**config.mk**
```make
export PLATFORM = sky130hd
export DESIGN_NAME = pipe_skid_reg
export DESIGN_NICKNAME = d
export VERILOG_FILES = /design/src/rtl/pipe_skid_reg.sv
export SDC_FILE = /design/constraint.sdc
export NUM_CORES = 1
export LEC_CHECK = 0
export BUFFER_PORTS_ARGS = -buffer_cell sky130_fd_sc_hd__buf_2
export CAP_MARGIN = 20
export CORE_MARGIN = 10
export CORE_UTILIZATION = 32
export CTS_CLUSTER_SIZE = 28
export DETAILED_ROUTE_END_ITERATION = 8
export GPL_ROUTABILITY_DRIVEN = 1
export GPL_TIMING_DRIVEN = 0
export HOLD_SLACK_MARGIN = 0.03
export PLACE_DENSITY = 0.55
export SLEW_MARGIN = 20
export SYNTH_ARGS = -nofsm -noshare
export SYNTH_HDL_FRONTEND = slang
export SYNTH_SLANG_ARGS = --single-unit
```
**constraint.sdc**
```tcl
create_clock -name clk -period 4.35 [get_ports clk]
set_input_delay 0.87 -clock clk [delete_from_list [all_inputs] [get_ports clk]]
set_output_delay 0.87 -clock clk [all_outputs]
set_load 0.05 [all_outputs]
```
**src/rtl/pipe_skid_reg.sv**
```systemverilog
// Pipeline register stage with valid/ready handshake and a two-entry skid buffer.
// in_ready comes straight from a flop, so out_ready never reaches in_ready combinationally.
module pipe_skid_reg #(
  parameter int unsigned      WIDTH   = 32,
  parameter logic [WIDTH-1:0] RST_VAL = '0,
  parameter int unsigned      CNT_W   = 16
) (
  input  logic             clk,
  input  logic             rst,
  input  logic             CE,
  input  logic             flush,
  input  logic             in_valid,
  output logic             in_ready,
  input  logic [WIDTH-1:0] D,
  output logic             out_valid,
  input  logic             out_ready,
  output logic [WIDTH-1:0] Q,
  output logic [CNT_W-1:0] stall_cnt
);

  typedef enum logic [1:0] {
    ST_EMPTY = 2'd0,
    ST_ONE   = 2'd1,
    ST_FULL  = 2'd2
  } state_e;

  state_e             state_q, state_d;
  logic [WIDTH-1:0]   main_q, main_d;
  logic [WIDTH-1:0]   skid_q, skid_d;
  logic [CNT_W-1:0]   cnt_q, cnt_d;
  logic               out_valid_q, out_valid_d;
  logic               in_ready_q, in_ready_d;

  logic push, pop, stall;

  assign push  = CE & in_valid & in_ready_q;
  assign pop   = CE & out_valid_q & out_ready;
  assign stall = CE & out_valid_q & ~out_ready;

  // NOTE: every variable gets its hold value first so no path through this block infers a latch.
  always_comb begin
    state_d = state_q;
    main_d  = main_q;
    skid_d  = skid_q;
    cnt_d   = cnt_q;

    if (stall && (cnt_q != {CNT_W{1'b1}})) begin
      cnt_d = cnt_q + 1'b1;
    end

    if (CE) begin
      if (flush) begin
        // A concurrent pop is still consumed downstream; a concurrent push is dropped.
        state_d = ST_EMPTY;
        main_d  = RST_VAL;
      end else begin
        unique case (state_q)
          ST_EMPTY: begin
            if (push) begin
              main_d  = D;
              state_d = ST_ONE;
            end
          end
          ST_ONE: begin
            if (push && pop) begin
              main_d = D;
            end else if (pop) begin
              state_d = ST_EMPTY;
            end else if (push) begin
              skid_d  = D;
              state_d = ST_FULL;
            end
          end
          ST_FULL: begin
            if (pop) begin
              main_d  = skid_q;
              state_d = ST_ONE;
            end
          end
          default: state_d = ST_EMPTY;
        endcase
      end
    end

    out_valid_d = (state_d != ST_EMPTY);
    in_ready_d  = (state_d != ST_FULL);
  end

  // NOTE: sequential state uses non-blocking assignments so every flop samples pre-edge values.
  always_ff @(posedge clk or negedge rst) begin
    if (!rst) begin
      state_q     <= ST_EMPTY;
      main_q      <= RST_VAL;
      skid_q      <= '0;
      cnt_q       <= '0;
      out_valid_q <= 1'b0;
      in_ready_q  <= 1'b1;
    end else begin
      state_q     <= state_d;
      main_q      <= main_d;
      skid_q      <= skid_d;
      cnt_q       <= cnt_d;
      out_valid_q <= out_valid_d;
      in_ready_q  <= in_ready_d;
    end
  end

  assign in_ready  = in_ready_q;
  assign out_valid = out_valid_q;
  assign Q         = main_q;
  assign stall_cnt = cnt_q;

endmodule

```
==> impl_metrics.tcl, run 1 <==
set metrics [dict create \
    status "complete, no violations" \
    holdPathStages 1 \
    place_congestion 0.797 \
    power_density_nw_per_um2 494 \
    cts_sinks 84 \
    dieArea_sq_um 17100 \
    antenna_found_initial 0 \
    rsz0062_at_grt "no" \
    power_uw 2390 \
    final_hold_viol_count 0 \
    cp_max_fo 10 \
    fin_tns_setup_ps 0 \
    final_common_cell "buf_2" \
    wirelength_mm 9.37 \
    period_minus_slack_ps 2210 \
    drtIter0Drc 101 \
    max-cap-violations 0 \
    dp_hpwl_mm 6.80 \
    holdCritPathClass "register to register" \
    final_nets 429 \
    area_delta_synth_final_pct 23.6 \
    grt_max_degree 44 \
    ys_warn_count 0 \
    overflow 0 \
    diodes 0 \
    crit_path_start_kind "register" \
    drive_above_1_share_pct 40.2 \
    core-area_sq_um 12000 \
    post_cts_buffers 0 \
    worstSetupPathType "register to register" \
    slew_headroom_pct 63.7 \
    final_cell_mix "93 x buf_2, 83 x dfrtp_1, 32 x mux2i_1, 32 x o2bb2ai_1, 30 x mux2_4" \
    avgViaCountPerCell 4.99 \
    synth-edff-count 0 \
    fin_crit_sh_pct 50.8 \
    grt_pass1_wl_mm 15.1 \
    fp.dieW_microns 131 \
    setup_viol 0 \
    clock_skew_ps 5.62 \
    p_leak_uw 0.00245 \
    max_freq_mhz 453 \
    min_to "Q[1]" \
    fillers 1170 \
    dieHeight_microns 131 \
    worst_pin_slew_ps 544 \
    ys.flop_type "dfrtp_1" \
    post_cts_resized 0 \
    path_clk_slew_ps 60 \
    worstRegToRegCells 8 \
    first_pass_iters 4 \
    arrival_ps 2470 \
    yosysUniqueCellTypes 45 \
    root_buffer "clkbuf_16" \
    vias 2684 \
    cts_hold_buffers 0 \
    initial_utilization_pct 32.6 \
    placed_cells 522 \
    syn_area_sq_um 3920 \
    fin_cells 538 \
    reg2reg_to "Q[31]" \
    crit_required_ps 4610 \
    synth_seq_cells 84 \
    hold_ws_ps 480 \
    ys_seq_area_share_pct 53.7 \
    syn_avg_cell_area_sq_um 13.7 \
    ir_worst_vdd_uv 299 \
    route.detailed.drc 0 \
    reg2reg_from "state_q[0]" \
    wire_per_inst_microns 17.4 \
    cts_tree "yes" \
    synth_cells 287 \
    rrSetupSlack_ps 2140 \
    end_kind "register" \
    postRouteAntennaNets 0 \
    clk_latency_ps 340 \
    htree_levels 3 \
    numCtsBuffers 9 \
    slew_violations 0 \
    async_flop_share_pct 100 \
    ios 88 \
    grt_pass1_vias 2824 \
    rows 40 \
    synth_nets 330 \
    portBuffers 87 \
    min-delay-start "Q[1]" \
    clockBufferDepth 2 \
    grt_usage_pct 11.3 \
]
-- worst max-delay path: stages, from the launching register on --
cell and delay, ps:
dfrtp_1 430, inv_1 120, ha_1 140, clkbuf_1 310, or2_1 200, a21oi_1 90, o21ai_1 350, buf_2 330
o2bb2ai_1 150
-- metrics by stage --
| step | util, % | instance area, sq um | setup WS [ps] |
|---|---|---|---|
| final | 40.3 | 4840 | 2140 |
| after global routing | 40.3 | 4840 | 1900 |
| after CTS | 40.3 | 4840 | 2040 |
| after detailed placement | 38.0 | 4560 | 1950 |
| after global placement | 37.8 | 4540 | 1660 |
| after floorplan | - | 3920 | 2290 |
-- worst max-delay path by stage --
stage / start / cells past startpoint / slack [ps] / to
floorplan: stall_cnt[0] / 5 / 2290 / stall_cnt[1]
global placement: rst / 1 / 1660 / Q[11]
detailed placement: in_valid / 7 / 1950 / Q[31]
CTS: state_q[0] / 8 / 2040 / Q[0]
global route: state_q[0] / 8 / 1900 / Q[6]
finish: state_q[0] / 8 / 2140 / Q[31]
-- cell families (layout without fill, tap and decap cells) --
| logic type | count (synthesis) | in the layout | synth area share, % |
|---|---|---|---|
| flip-flops | 84 | 84 | 53.7 |
| XOR/XNOR | 11 | 11 | 2.46 |
| multiplexers | 65 | 65 | 20.5 |
| AND/OR/NAND/NOR | 55 | 55 | 9.07 |
| AO/OA/AOI/OAI | 48 | 48 | 9.96 |
| buffers and inverters | 19 | 123 | 2.71 |
| adder cells (fa/ha/maj) | 5 | 5 | 1.60 |
-- where the power goes --
group          internal (uW)  switching (uW)  leakage, uW
clock network            433             295     0.000140
logic                    243             393      0.00118
registers                933            96.8      0.00113
-- layer usage --
metal | vias to the layer above | routed length [microns] | track usage (%)
met3 | 12 | 544 | 3.34
met2 | 56 | 4500 | 18.0
li1 | 1264 | - | -
met4 | 0 | 204 | 5.69
met5 | - | 0 | 0
met1 | 1352 | 4130 | 13.8
-- state kept, by name, indices dropped and copies added (netlist names) --
name / count
Q: 32
in_ready: 1
state_q: 2
out_valid: 1
skid_q: 32
stall_cnt: 16
-- layout make-up --
class / count / area (sq um) / share of cell area, %
plain buffers: 14 / 87.6 / 1.81
clock buffers: 15 / 278 / 5.73
clock inverters: 1 / 5.00 / 0.103
inverters: 5 / 18.8 / 0.387
multi-input cells: 184 / 1710 / 35.3
flip-flops and latches: 84 / 2100 / 43.4
well taps: 147 / 184 / 3.80
repair buffers: 88 / 458 / 9.45
-- synthesized netlist by cell type (3+ instances only) --
master / number / area share, %
xnor2_1: 7 / 1.6
buf_2: 7 / 0.89
xor2_1: 4 / 0.89
dfrtp_1: 83 / 53
mux2i_1: 32 / 8.2
buf_6: 3 / 0.86
clkbuf_1: 3 / 0.29
ha_1: 5 / 1.6
and4_1: 3 / 0.67
nand4_2: 3 / 0.96
inv_1: 4 / 0.38
nand3_1: 10 / 1.3
nor2_1: 9 / 0.86
nand2_1: 11 / 1.1
o2bb2ai_1: 32 / 7.2
mux2_4: 30 / 11
a21oi_1: 5 / 0.64
nand4_1: 3 / 0.48
Note: power is estimated with default switching activity, not from simulation.
==> run 2, diff against run 1 <==
==> constraint.sdc (replaced) <==
create_clock -name clk -period 2.3 [get_ports clk]
set_input_delay 0.46 -clock clk [delete_from_list [all_inputs] [get_ports clk]]
set_output_delay 0.46 -clock clk [all_outputs]
set_load 0.05 [all_outputs]
==> impl_metrics.tcl, run 2 (same netlist as run 1, synthesis figures left out) <==
set metrics [dict create \
    diodes 0 \
    dpl-instance-area_sq_um 4560 \
    period_minus_slack_ps 2040 \
    final_nets 428 \
    wire_per_inst_microns 17.4 \
    vias 2694 \
    hold_ws_ps 93.0 \
    switching_share_pct 32.8 \
    p_seq_share_pct 43.0 \
    switchingPower_uw 1490 \
    area_delta_synth_final_pct 23.7 \
    final_cell_mix "95 x buf_2, 83 x dfrtp_1, 32 x mux2i_1, 32 x o2bb2ai_1, 30 x mux2_4" \
    initial_utilization_pct 32.6 \
    htree_levels 3 \
    max_stage_delay_ps 430 \
    cp_max_fo 10 \
    route.detailed.drc 0 \
    reg2reg_from "state_q[0]" \
    arrival_ps 2260 \
    cts_tree "yes" \
    place_congestion 0.797 \
    cts_hold_buffers 0 \
    cp_slowest_cell "dfrtp_1" \
    ios 88 \
    wirelength_mm 9.36 \
    path_buf_inv 2 \
    crit_required_ps 2520 \
    grt.met3_usage_pct 3.34 \
    rsz0062_at_grt "no" \
    fin_area_sq_um 4850 \
    clock_skew_ps 5.66 \
    power_density_nw_per_um2 935 \
    grt_pass1_wl_mm 15.1 \
    worstSetupPathType "register to register" \
    slew_violations 0 \
    avgViaCountPerCell 5.02 \
    rrSetupSlack_ps 260 \
    holdCritPathClass "input port to async pin" \
    crit_path_start_kind "register" \
    overflow 0 \
    clkPwrFrac_pct 30.4 \
    met2_usage_pct 18.0 \
    fp.dieW_microns 131 \
    clk_latency_ps 340 \
    dp_slack_ps 13.5 \
    power.internal_uw 3050 \
    max_freq_mhz 489 \
    placed_cells 522 \
    worst_pin_slew_ps 542 \
    path_clk_slew_ps 60 \
    grt_max_degree 44 \
    max-cap-violations 0 \
    dieArea_sq_um 17100 \
    fin_crit_sh_pct 88.8 \
    drtIter0Drc 98 \
    dieHeight_microns 131 \
    grt_usage_pct 11.3 \
    postRouteAntennaNets 0 \
    antenna_found_initial 0 \
    cts_sinks 84 \
    end_kind "register" \
    final_common_cell "buf_2" \
    setup_ws_ps 257 \
    fin_cells 537 \
    setup_viol 0 \
    top_usage_layer "met2" \
    first_pass_iters 4 \
    numCtsBuffers 9 \
    ir_worst_vdd_uv 566 \
    drive_above_1_share_pct 41.3 \
    grt_use_met1_pct 13.8 \
    p_leak_uw 0.00245 \
    status "complete, no violations" \
    slew_headroom_pct 63.9 \
    core-area_sq_um 12000 \
    root_buffer "clkbuf_16" \
    power_frac_comb_pct 26.6 \
    final_hold_viol_count 0 \
    grt_pass1_vias 2824 \
    dp_hpwl_mm 6.80 \
    path_delay_family "compound AO/OA/AOI/OAI gates" \
    rows 40 \
    crit_chain "inv_1 -> ha_1 -> or2_1 -> a21oi_1 -> o21ai_2 -> buf_2 -> o2bb2ai_1" \
    reg2reg_to "Q[31]" \
    worstRegToRegCells 7 \
    clockBufferDepth 2 \
    portBuffers 87 \
]
[run 2: cell count changes in the layout (fill, tap and decap cells not counted), sizes merged]
cell,before,now
buf,99,101
clkbuf,18,15
[run 2: timing repair]
| action | 4_1_cts | 5_1_grt |
|---|---|---|
| endpoints found under the setup margin | 2 | 30 |
| gates resized for setup | 0 | 8 |
| buffers inserted | 0 | 0 |
[run 2: layout make-up]
cell class                 count  area, sq um
timing repair buffer          88          458
clock buffer                  15          278
inverter                       5         18.8
sequential                    84         2100
tap                          147          184
multi-input combinational    184         1720
buffer                        13         86.3
fill                        1167         7160
clock inverter                 1         5.00
[run 2: how the worst max path moves through the flow]
stage                       from      endpoint  slack (ps)  cells past startpoint
finish                state_q[0]         Q[31]         260                      7
global route          state_q[0]          Q[6]         100                      7
global placement             rst         Q[11]          20                      1
CTS                   state_q[0]          Q[0]          -6                      8
detailed placement    state_q[0]         Q[31]          10                      8
floorplan           stall_cnt[0]  stall_cnt[1]         240                      5
[run 2: metal layers]
layer  up-vias  part of all wire (%)
li1       1261                     -
met1      1353                    44
met2        68                    48
met3        12                   6.2
met4         0                   2.2
met5         -                     0
[run 2: power by group through the flow]
stage	logic (uW)	clock network, uW	registers [uW]
2_1_floorplan	488	0	2360
3_3_place_gp	1200	0	1960
3_5_place_dp	1220	0	1970
4_1_cts	1230	1420	1950
5_1_grt	1290	1490	1990
6_report	1210	1380	1950
[run 2: per-stage QoR]
stage / TNS [ps] / power, uW / util, %
2_1_floorplan: 0 / 2850 / -
6_report: 0 / 4530 / 40.4
4_1_cts: -7.47 / 4600 / 40.3
3_5_place_dp: 0 / 3190 / 38.0
3_3_place_gp: 0 / 3160 / 37.8
5_1_grt: 0 / 4770 / 40.4
